### src/rtl/sdram_traffic_gen.sv
// Self-checking write/read-back traffic generator for the sdram_ctrl user port.
// Define SDRAM_TG_ERRLOG_EN to add the first-mismatch log outputs err_addr/err_exp/err_act.
module sdram_traffic_gen #(
  parameter int              AW        = 24,
  parameter int              DW        = 16,
  parameter int              NUM_WORDS = 256,
  parameter logic [AW-1:0]   BASE_ADDR = '0,
  parameter int              RD_LAT    = 4,
  parameter logic [31:0]     SEED      = 32'hACE1
) (
  input  logic          clk,
  input  logic          rst_n,
  input  logic          start,
  input  logic          mode,
  output logic          busy,
  output logic          done,
  output logic          pass,
  output logic [15:0]   err_cnt,
`ifdef SDRAM_TG_ERRLOG_EN
  output logic [AW-1:0] err_addr,
  output logic [DW-1:0] err_exp,
  output logic [DW-1:0] err_act,
`endif
  output logic          wreq,
  input  logic          wgnt,
  output logic [AW-1:0] waddr,
  output logic [DW-1:0] wdata,
  output logic          rreq,
  input  logic          rgnt,
  output logic [AW-1:0] raddr,
  input  logic [DW-1:0] rdata
);

  localparam logic [31:0] POLY     = 32'h80200003;
  localparam logic [31:0] LAST_IDX = 32'(NUM_WORDS - 1);

  typedef enum logic [2:0] {S_IDLE, S_WRITE, S_READ, S_DRAIN, S_DONE} state_t;

  function automatic logic [31:0] lfsr_step(input logic [31:0] v);
    lfsr_step = v[0] ? ((v >> 1) ^ POLY) : (v >> 1);
  endfunction

  function automatic logic [DW-1:0] pattern(input logic m, input logic [31:0] i,
                                            input logic [31:0] l);
    pattern = m ? l[DW-1:0] : i[DW-1:0];
  endfunction

  function automatic logic [15:0] sat_inc(input logic [15:0] c);
    sat_inc = (c == 16'hFFFF) ? c : c + 16'd1;
  endfunction

  state_t               state;
  logic                 mode_r;
  logic [31:0]          idx;
  logic [31:0]          lfsr;
  logic [DW-1:0]        rexp;

  logic [RD_LAT-1:0]    vld_pipe;
  logic [DW-1:0]        exp_pipe [RD_LAT];
`ifdef SDRAM_TG_ERRLOG_EN
  logic [AW-1:0]        addr_pipe [RD_LAT];
`endif

  logic [31:0]          idx_nxt;
  logic [31:0]          lfsr_nxt;
  logic [DW-1:0]        data_nxt;
  logic                 w_xfer;
  logic                 r_xfer;
  logic                 last_word;
  logic                 miscmp;
  logic                 head_busy;

  assign idx_nxt   = idx + 32'd1;
  assign lfsr_nxt  = lfsr_step(lfsr);
  assign data_nxt  = pattern(mode_r, idx_nxt, lfsr_nxt);
  assign w_xfer    = wreq && wgnt;
  assign r_xfer    = rreq && rgnt;
  assign last_word = (idx == LAST_IDX);
  assign miscmp    = vld_pipe[RD_LAT-1] && (rdata != exp_pipe[RD_LAT-1]);
  assign pass      = done && (err_cnt == 16'd0);

  // Anything still ahead of the tail means more read data is outstanding.
  always_comb begin
    head_busy = 1'b0;
    for (int i = 0; i < RD_LAT - 1; i++) head_busy = head_busy | vld_pipe[i];
  end

  // Read-return tracking: one slot per cycle of controller read latency
  always_ff @(posedge clk) begin
    if (!rst_n) begin
      vld_pipe <= '0;
    end else begin
      vld_pipe[0] <= r_xfer;
      for (int i = 1; i < RD_LAT; i++) vld_pipe[i] <= vld_pipe[i-1];
    end
  end

  always_ff @(posedge clk) begin
    exp_pipe[0] <= rexp;
    for (int i = 1; i < RD_LAT; i++) exp_pipe[i] <= exp_pipe[i-1];
`ifdef SDRAM_TG_ERRLOG_EN
    addr_pipe[0] <= raddr;
    for (int i = 1; i < RD_LAT; i++) addr_pipe[i] <= addr_pipe[i-1];
`endif
  end

  // Control FSM, error counter and request outputs
  always_ff @(posedge clk) begin
    if (!rst_n) begin
      state    <= S_IDLE;
      busy     <= 1'b0;
      done     <= 1'b0;
      err_cnt  <= '0;
      wreq     <= 1'b0;
      rreq     <= 1'b0;
      waddr    <= '0;
      wdata    <= '0;
      raddr    <= '0;
      mode_r   <= 1'b0;
      idx      <= '0;
      lfsr     <= '0;
      rexp     <= '0;
`ifdef SDRAM_TG_ERRLOG_EN
      err_addr <= '0;
      err_exp  <= '0;
      err_act  <= '0;
`endif
    end else begin
      if (miscmp) begin
        err_cnt <= sat_inc(err_cnt);
`ifdef SDRAM_TG_ERRLOG_EN
        if (err_cnt == 16'd0) begin
          err_addr <= addr_pipe[RD_LAT-1];
          err_exp  <= exp_pipe[RD_LAT-1];
          err_act  <= rdata;
        end
`endif
      end

      case (state)
        S_IDLE, S_DONE: begin
          if (start) begin
            state    <= S_WRITE;
            busy     <= 1'b1;
            done     <= 1'b0;
            err_cnt  <= '0;
            mode_r   <= mode;
            idx      <= '0;
            lfsr     <= SEED;
            wreq     <= 1'b1;
            waddr    <= BASE_ADDR;
            wdata    <= pattern(mode, 32'd0, SEED);
`ifdef SDRAM_TG_ERRLOG_EN
            err_addr <= '0;
            err_exp  <= '0;
            err_act  <= '0;
`endif
          end
        end

        S_WRITE: begin
          if (w_xfer) begin
            if (last_word) begin
              state <= S_READ;
              wreq  <= 1'b0;
              rreq  <= 1'b1;
              raddr <= BASE_ADDR;
              idx   <= '0;
              lfsr  <= SEED;
              rexp  <= pattern(mode_r, 32'd0, SEED);
            end else begin
              idx   <= idx_nxt;
              lfsr  <= lfsr_nxt;
              waddr <= waddr + AW'(1);
              wdata <= data_nxt;
            end
          end
        end

        S_READ: begin
          if (r_xfer) begin
            if (last_word) begin
              state <= S_DRAIN;
              rreq  <= 1'b0;
            end else begin
              idx   <= idx_nxt;
              lfsr  <= lfsr_nxt;
              raddr <= raddr + AW'(1);
              rexp  <= data_nxt;
            end
          end
        end

        S_DRAIN: begin
          // The tail entry is compared on this same edge, so finish once the head is clear.
          if (!head_busy) begin
            state <= S_DONE;
            busy  <= 1'b0;
            done  <= 1'b1;
          end
        end

        default: state <= S_IDLE;
      endcase
    end
  end

endmodule
### config.mk
export PLATFORM = sky130hd
export DESIGN_NAME = sdram_traffic_gen
export DESIGN_NICKNAME = d
export VERILOG_FILES = /design/src/rtl/sdram_traffic_gen.sv
export SDC_FILE = /design/constraint.sdc
export NUM_CORES = 1
export LEC_CHECK = 0
export BUFFER_PORTS_ARGS = -buffer_cell sky130_fd_sc_hd__buf_2
export CORE_MARGIN = 2
export CORE_UTILIZATION = 45
export CTS_CLUSTER_SIZE = 30
export DETAILED_ROUTE_END_ITERATION = 10
export GPL_TIMING_DRIVEN = 0
export RECOVER_POWER = 50
export SYNTH_ARGS = -nofsm -noshare
export SYNTH_HDL_FRONTEND = slang
export SYNTH_SLANG_ARGS = --single-unit
### constraint.sdc
create_clock -name clk -period 3.3 [get_ports clk]
set_input_delay 0.495 -clock clk [delete_from_list [all_inputs] [get_ports clk]]
set_output_delay 0.495 -clock clk [all_outputs]
set_load 0.005 [all_outputs]
==> Yosys cells after proc, flatten, opt, wreduce, memory -nomap -nowiden <==
Memory sizes are Yosys's and may differ from the RTL's.
Cells that the tools add are included.
{ "totals": {"ff_bits": 172, "mem_bits_rw": 64, "inputBits": 22, "out_inout_bits": 85, "word_cells": 113, "n_memories": 1} }
{ "op_classes": {"addsub": 4, "eq_ne": 15, "n_mux": 57, "bitwise": 3, "n_reduce_logical": 19} }
{ "memory_table": {"columns": ["name", "depth", "word_bits", "rd", "rd_clocked_by_memory_dff", "write_ports", "line", "text"], "rows": [
  ["exp_pipe", 4, 16, 4, 0, 4, "59", "logic [DW-1:0] exp_pipe [RD_LAT];"]
]} }
{ "ops": {"columns": ["operator", "count"], "rows": [
  ["32-bit 2-to-1 mux", 11],
  ["16-bit 2-to-1 mux", 13],
  ["32-bit case mux with 3 select lines", 2],
  ["24-bit 2-to-1 mux", 7],
  ["24-bit case mux with 2 select lines", 2],
  ["16-bit case mux with 2 select lines", 2],
  ["24-bit by 1-bit adder with 24-bit output (second input constant)", 2],
  ["32-bit by 1-bit adder with 32-bit output (second input constant)", 1],
  ["32-bit by 8-bit == test with 1-bit output (second input constant)", 1],
  ["3-bit 2-to-1 mux", 6],
  ["16-bit by 1-bit adder with 16-bit output (second input constant)", 1],
  ["16-bit == test (second input constant)", 1],
  ["16-bit zero test", 1],
  ["16-bit != test", 1],
  ["2-bit != test (second input constant)", 8],
  ["5-bit AND reduction", 3],
  ["3-bit case mux with 4 select lines", 1],
  ["1-bit 2-to-1 mux", 9],
  ["1-bit case mux with 2 select lines", 4],
  ["4-bit AND reduction", 2],
  ["3-bit by 2-bit == test with 1-bit output (second input constant)", 2],
  ["6-bit AND reduction", 1],
  ["2-bit nonzero test", 3],
  ["1-bit logical AND", 4],
  ["other kinds (9)", 10]
]} }

==> Longest topological paths before layout <==
{ "depth": {"word_depth": 6, "depth_mapped": 11, "mapped_depth_nobuf": 7} }

==> Least setup slack after synthesis <==
No wires, ideal clock.
{ "synth_path": {"path_type": "reg-to-reg", "start": "register idx[0]", "end": "register waddr[22]", "setup_ps": 71, "t_arrival_ps": 2278, "required_ps": 3229, "slack_ps": 952, "path_stages_with_launch": 10, "path_buffers": 2, "period_less_slack_ps": 2348, "path_cell_list": "dfxtp_1 > ha_1 > clkbuf_1 > and3_1 > nand4_2 > nor3_4 > or4b_1 > buf_2 > or3_1 > a21oi_1"} }
{ "synth_between": {"elab_chain_len": 3} }
{ "synth_rtl": {"columns": ["element", "line", "text"], "rows": [
  ["start: declaration", "54", "logic [31:0] idx;"],
  ["start signal: assignment", "172", "idx <= idx_nxt;"],
  ["start signal: assignment", "186", "idx <= idx_nxt;"],
  ["32-bit by 8-bit == test with 1-bit output", "78", "assign last_word = (idx == LAST_IDX);"],
  ["2-bit != test (no line)", null, null],
  ["4-bit AND reduction (no line)", null, null],
  ["end signal: assignment", "174", "waddr <= waddr + AW'(1);"],
  ["end: declaration", "26", "output logic [AW-1:0] waddr,"]
]} }
Every way passes these cells.
A chain may end at the register's enable or synchronous reset.

==> Worst setup path after layout <==
{ "layout_path": {"start": "register idx[0]", "end": "register rexp[4]"} }
{ "layout_between": {"elab_chain_len": 5, "word_cells_on_any_way": 9, "classes_between": "add/sub: 1; eq/ne: 3; mux: 4; reduce/logical: 1"} }
{ "layout_rtl": {"columns": ["element", "line", "text"], "rows": [
  ["32-bit by 1-bit adder with 32-bit output", "73", "assign idx_nxt = idx + 32'd1;"],
  ["16-bit 2-to-1 mux", "45", "pattern = m ? l[DW-1:0] : i[DW-1:0];"],
  ["16-bit 2-to-1 mux", "182", "if (last_word) begin"],
  ["16-bit 2-to-1 mux", "181", "if (r_xfer) begin"],
  ["16-bit case mux with 2 select lines", "140", "case (state)"],
  ["end signal: assignment", "170", "rexp <= pattern(mode_r, 32'd0, SEED);"],
  ["end signal: assignment", "189", "rexp <= data_nxt;"],
  ["end: declaration", "56", "logic [DW-1:0] rexp;"]
]} }
Parallel ways exist; a longest one is shown, timed or not. The select of a mux whose other input is x is not followed.

==> flow_results.org <==
** Outcome
- The flow ran to the end, and the final reports show no timing, DRC or antenna violations.

** Floorplanning
- In this run the count of I/O pins placed on the die edge is 107.
- Measured along the y axis, the die boundary spans 150 um.
- Initial cell density of the core :: 45.6%
- Area of the core :: 20900 sq um
- The floorplan step defined a die boundary enclosing 22400 sq um.
- Std cell rows :: 53
- Die Wd :: 150 um

** Power
- VDD sags by at most 0.324 mV.
- Internal power contribution :: 0.00463 W
- Power consumption :: 0.00609 W
- Power share of the sequential group :: 47.7%
- Power share of the combinational group :: 5.3%
- In this run switching power makes up 24.0% of total power.
- The analysis attributes to net switching a power of 0.00146 W.
- Clock power frac :: 47.1%
- For this design the ratio of total power to cell area is 544 nW/um^2.
- The analysis attributes to cell leakage a power of 3.93 nW.

** Route
- Across all layers, the routed design uses 8042 vias.
- TritonRoute pass-1 iters :: 5
- For this block, the initial DRC count from the detailed router was 609.
- Vias per std cell :: 5.42
- For this block, the routed nets add up to 24.7 mm of wire.
- The count of nets left with antenna violations once routing finished came out at 0.
- Detailed-route wire length per cell :: 16.6 um
- For this run, design rule violations remaining after detail routing come to 0.

** Yosys
- sky130_fd_sc_hd__dfxtp_1 is the most common cell in the netlist.
- Of the synthesized area, sequential elements account for 49.6%.
- The synthesized design spends more area on one cell type than any other, namely sky130_fd_sc_hd__dfxtp_1.
- Distinct cells, synth :: 72
- Average cell area after synthesis :: 8.99 sq um
- Yosys warnings :: 0
- Ranked by instance count, the synthesized netlist is headed by sky130_fd_sc_hd__dfxtp_1, sky130_fd_sc_hd__nor2_1, sky130_fd_sc_hd__nand2_1.
- Share of the synthesized area in the top cell type :: 49.6%
- Cell area after technology mapping :: 9530 sq um
- After synthesis, the cell types taking the most area are sky130_fd_sc_hd__dfxtp_1, sky130_fd_sc_hd__xnor2_1, sky130_fd_sc_hd__nor2_1.
- For this run, asynchronously set or reset flops after synthesis account for 0%.
- Gate count of the mapped netlist :: 1060
- Mapped Nets :: 1088
- The synthesized design contains 0 enable-type register cells.
- Main synth FF type :: sky130_fd_sc_hd__dfxtp_1
- Flip-flop and latch count after synthesis :: 236

** Global route
- Total track usage :: 21.8%
- Initial antenna violation count :: 0
- Pin count of the biggest net entering global routing :: 16
- Vias in the first global route :: 7385
- The first global-routing pass estimated 39.2 mm of wire.
- Total global routing overflow :: 0

** Clock tree
- Clock-pin slew was measured on the worst setup and hold paths at 0.06 ns.
- Hold_buf cts :: 0
- Number of sinks driven by the clock tree :: 236
- Post-CTS Setup Inserts :: 0
- H-tree level count :: 1
- In this run, post-CTS repair resized a total of 0 instances.
- Clock latency on the worst-skew pair :: 0.53 ns
- Clk root buf :: sky130_fd_sc_hd__clkbuf_16
- TritonCTS built the clock tree.
- TritonCTS created 25 clock buffers.
- Clock tree buffer depth :: 3

** STA
- The total count of max-transition violations in the final report was 0.
- Worst setup skew after layout :: 0.0100 ns
- Final clock period utilization by the worst path :: 91.5%
- After layout, the minimum clock period comes to 3.02 ns.
- Headroom to the max-slew limit :: 25.7%
- Pin slew with the least headroom to its limit :: 1.10 ns
- For the final routed database, the setup TNS stands at 0 ns.
- Setup repair after global routing left no endpoint under its margin.
- The final count of hold timing violations was 0.
- Highest clock rate :: 0.331 GHz
- Final count of negative-setup-slack endpoints :: 0

** Cells and area
- Register Area :: 4720 sq um
- Signed area change from the synthesized netlist to the final layout :: 17.3%
- Summing all multi-input logic gate instances after layout gives 4460 sq um.
- Count of nets after finishing :: 1219
- Ratio of cells with drive above 1 in the final layout :: 12.6%
- Antenna diode count :: 0
- Number of fill cells in the layout :: 2029

** Critical path
- Depth of the worst register-to-register path :: 9
- Register-to-register setup slack :: 0.28 ns
- Start of the worst register-to-register path :: idx[0]
- The worst setup path is captured at a register.
- Startpoint Class :: register
- Critical-path maximum fanout :: 10
- Data on the critical path arrives at its endpoint at 3.41 ns.
- The worst register-to-register path ends at rexp[4].
- For the worst setup path, the data required time is 3.69 ns.
- The setup path with the least slack is of type register to register.

** Placement
- During placement, the flow inserted port buffers numbering 105.
- Routability-driven placement finished with a final weighted congestion of 0.857.
- Detailed placement ended at an HPWL of 17.7 mm.

** Worst hold path
- The path with the worst hold slack has its endpoint at vld_pipe[0].
- The startpoint identified for the worst hold timing path is rgnt.
- Hold WC Path Type :: input port to register
- Worst Hold Path Cells :: 3

** Run
- Max-cap violations in this run came to 0.
[routing by layer]
layer  global-route usage (%)  wire length (um)
met1                     31.1             11800
met4                     4.57               442
met5                        0                 0
met2                     34.9             11100
met3                     3.41              1360
[state kept, by name, indices dropped and copies added, names as in the netlist, 3 cells and up]
register  flops
exp_pipe     64
waddr        24
idx          32
err_cnt      16
wdata        16
lfsr         32
vld_pipe      4
raddr        24
rexp         16
state         3
[logic make-up after synthesis]
family          synth area share [%]
xor+xnor                        8.08
fa+ha+maj                      0.787
simple gates                    22.5
buf+inv                         3.73
compound gates                  14.7
flops                           49.6
mux                            0.643
[power groups by stage]
stage               combinational, W  clock, W  sequential, W
CTS                         0.000324   0.00291        0.00290
global route                0.000353   0.00303        0.00290
finish                      0.000320   0.00286        0.00290
detailed placement          0.000323         0        0.00296
global placement            0.000320         0        0.00296
floorplan                   0.000204         0        0.00296
[stage by stage]
| step | hold slack (ns) | util (%) | std cells | instance area (sq um) | setup slack (ns) |
|---|---|---|---|---|---|
| after floorplan | 0.310 | - | 1060 | 9530 | 0.952 |
| after global placement | 0.310 | 49.8 | 1440 | 10400 | 0.177 |
| after detailed placement | 0.312 | 49.8 | 1440 | 10400 | 0.169 |
| final | 0.299 | 53.5 | 1484 | 11200 | 0.281 |
| after global routing | 0.319 | 53.5 | 1484 | 11200 | 0.0594 |
| after CTS | 0.288 | 53.9 | 1485 | 11300 | 0.155 |
[cell usage in the layout, fill, tap and decap left out, drive strengths merged, types with 4 or more instances in the layout]
cell type  count
buf           83
a22oi         20
nor2         133
nand3         44
o21a           5
nor3b          5
nand4         32
a31oi          6
clkbuf       112
clkinv         7
nand2        102
a2111oi        5
clkinvlp       5
dfxtp        236
and2          11
o221a          7
nor2b          5
o2111ai       11
ha             6
or3            9
a221oi         6
a211oi        11
inv           21
xnor2         59
nor3          27
o21ai         43
a21oi         77
a21o           4
mux2i          5
nor4          19
and4           9
xor2          29
and3          15
[final cells by class]
type,instances,area share (%)
Buffer,61,2.40
Inverter,19,0.638
Timing Repair Buffer,105,4.17
Sequential cell,236,42.2
Clock buffer,29,6.09
Multi-Input combinational cell,743,39.9
Clock inverter,16,1.51
Tap cell,275,3.08
[worst max path at each step]
stage                       from  slack (ns)   endpoint
after floorplan           idx[0]        0.95  waddr[22]
after global placement    idx[0]        0.18     idx[0]
after detailed placement  idx[0]        0.17    rexp[4]
after CTS                 idx[0]        0.16    rexp[4]
after global routing      idx[0]        0.06    idx[12]
final                     idx[0]        0.28    rexp[4]
[critical path: stages, from the launching register on]
cell                      delay (ns)
sky130_fd_sc_hd__dfxtp_1        0.49
sky130_fd_sc_hd__ha_1           0.44
sky130_fd_sc_hd__and3_1         0.27
sky130_fd_sc_hd__nand4_2        0.26
sky130_fd_sc_hd__o21ai_1        0.42
sky130_fd_sc_hd__buf_4          0.30
sky130_fd_sc_hd__nand2_1        0.25
sky130_fd_sc_hd__buf_2          0.27
sky130_fd_sc_hd__nand3_1        0.11
sky130_fd_sc_hd__a21oi_1        0.07
Power figures use the tool's default switching activity.
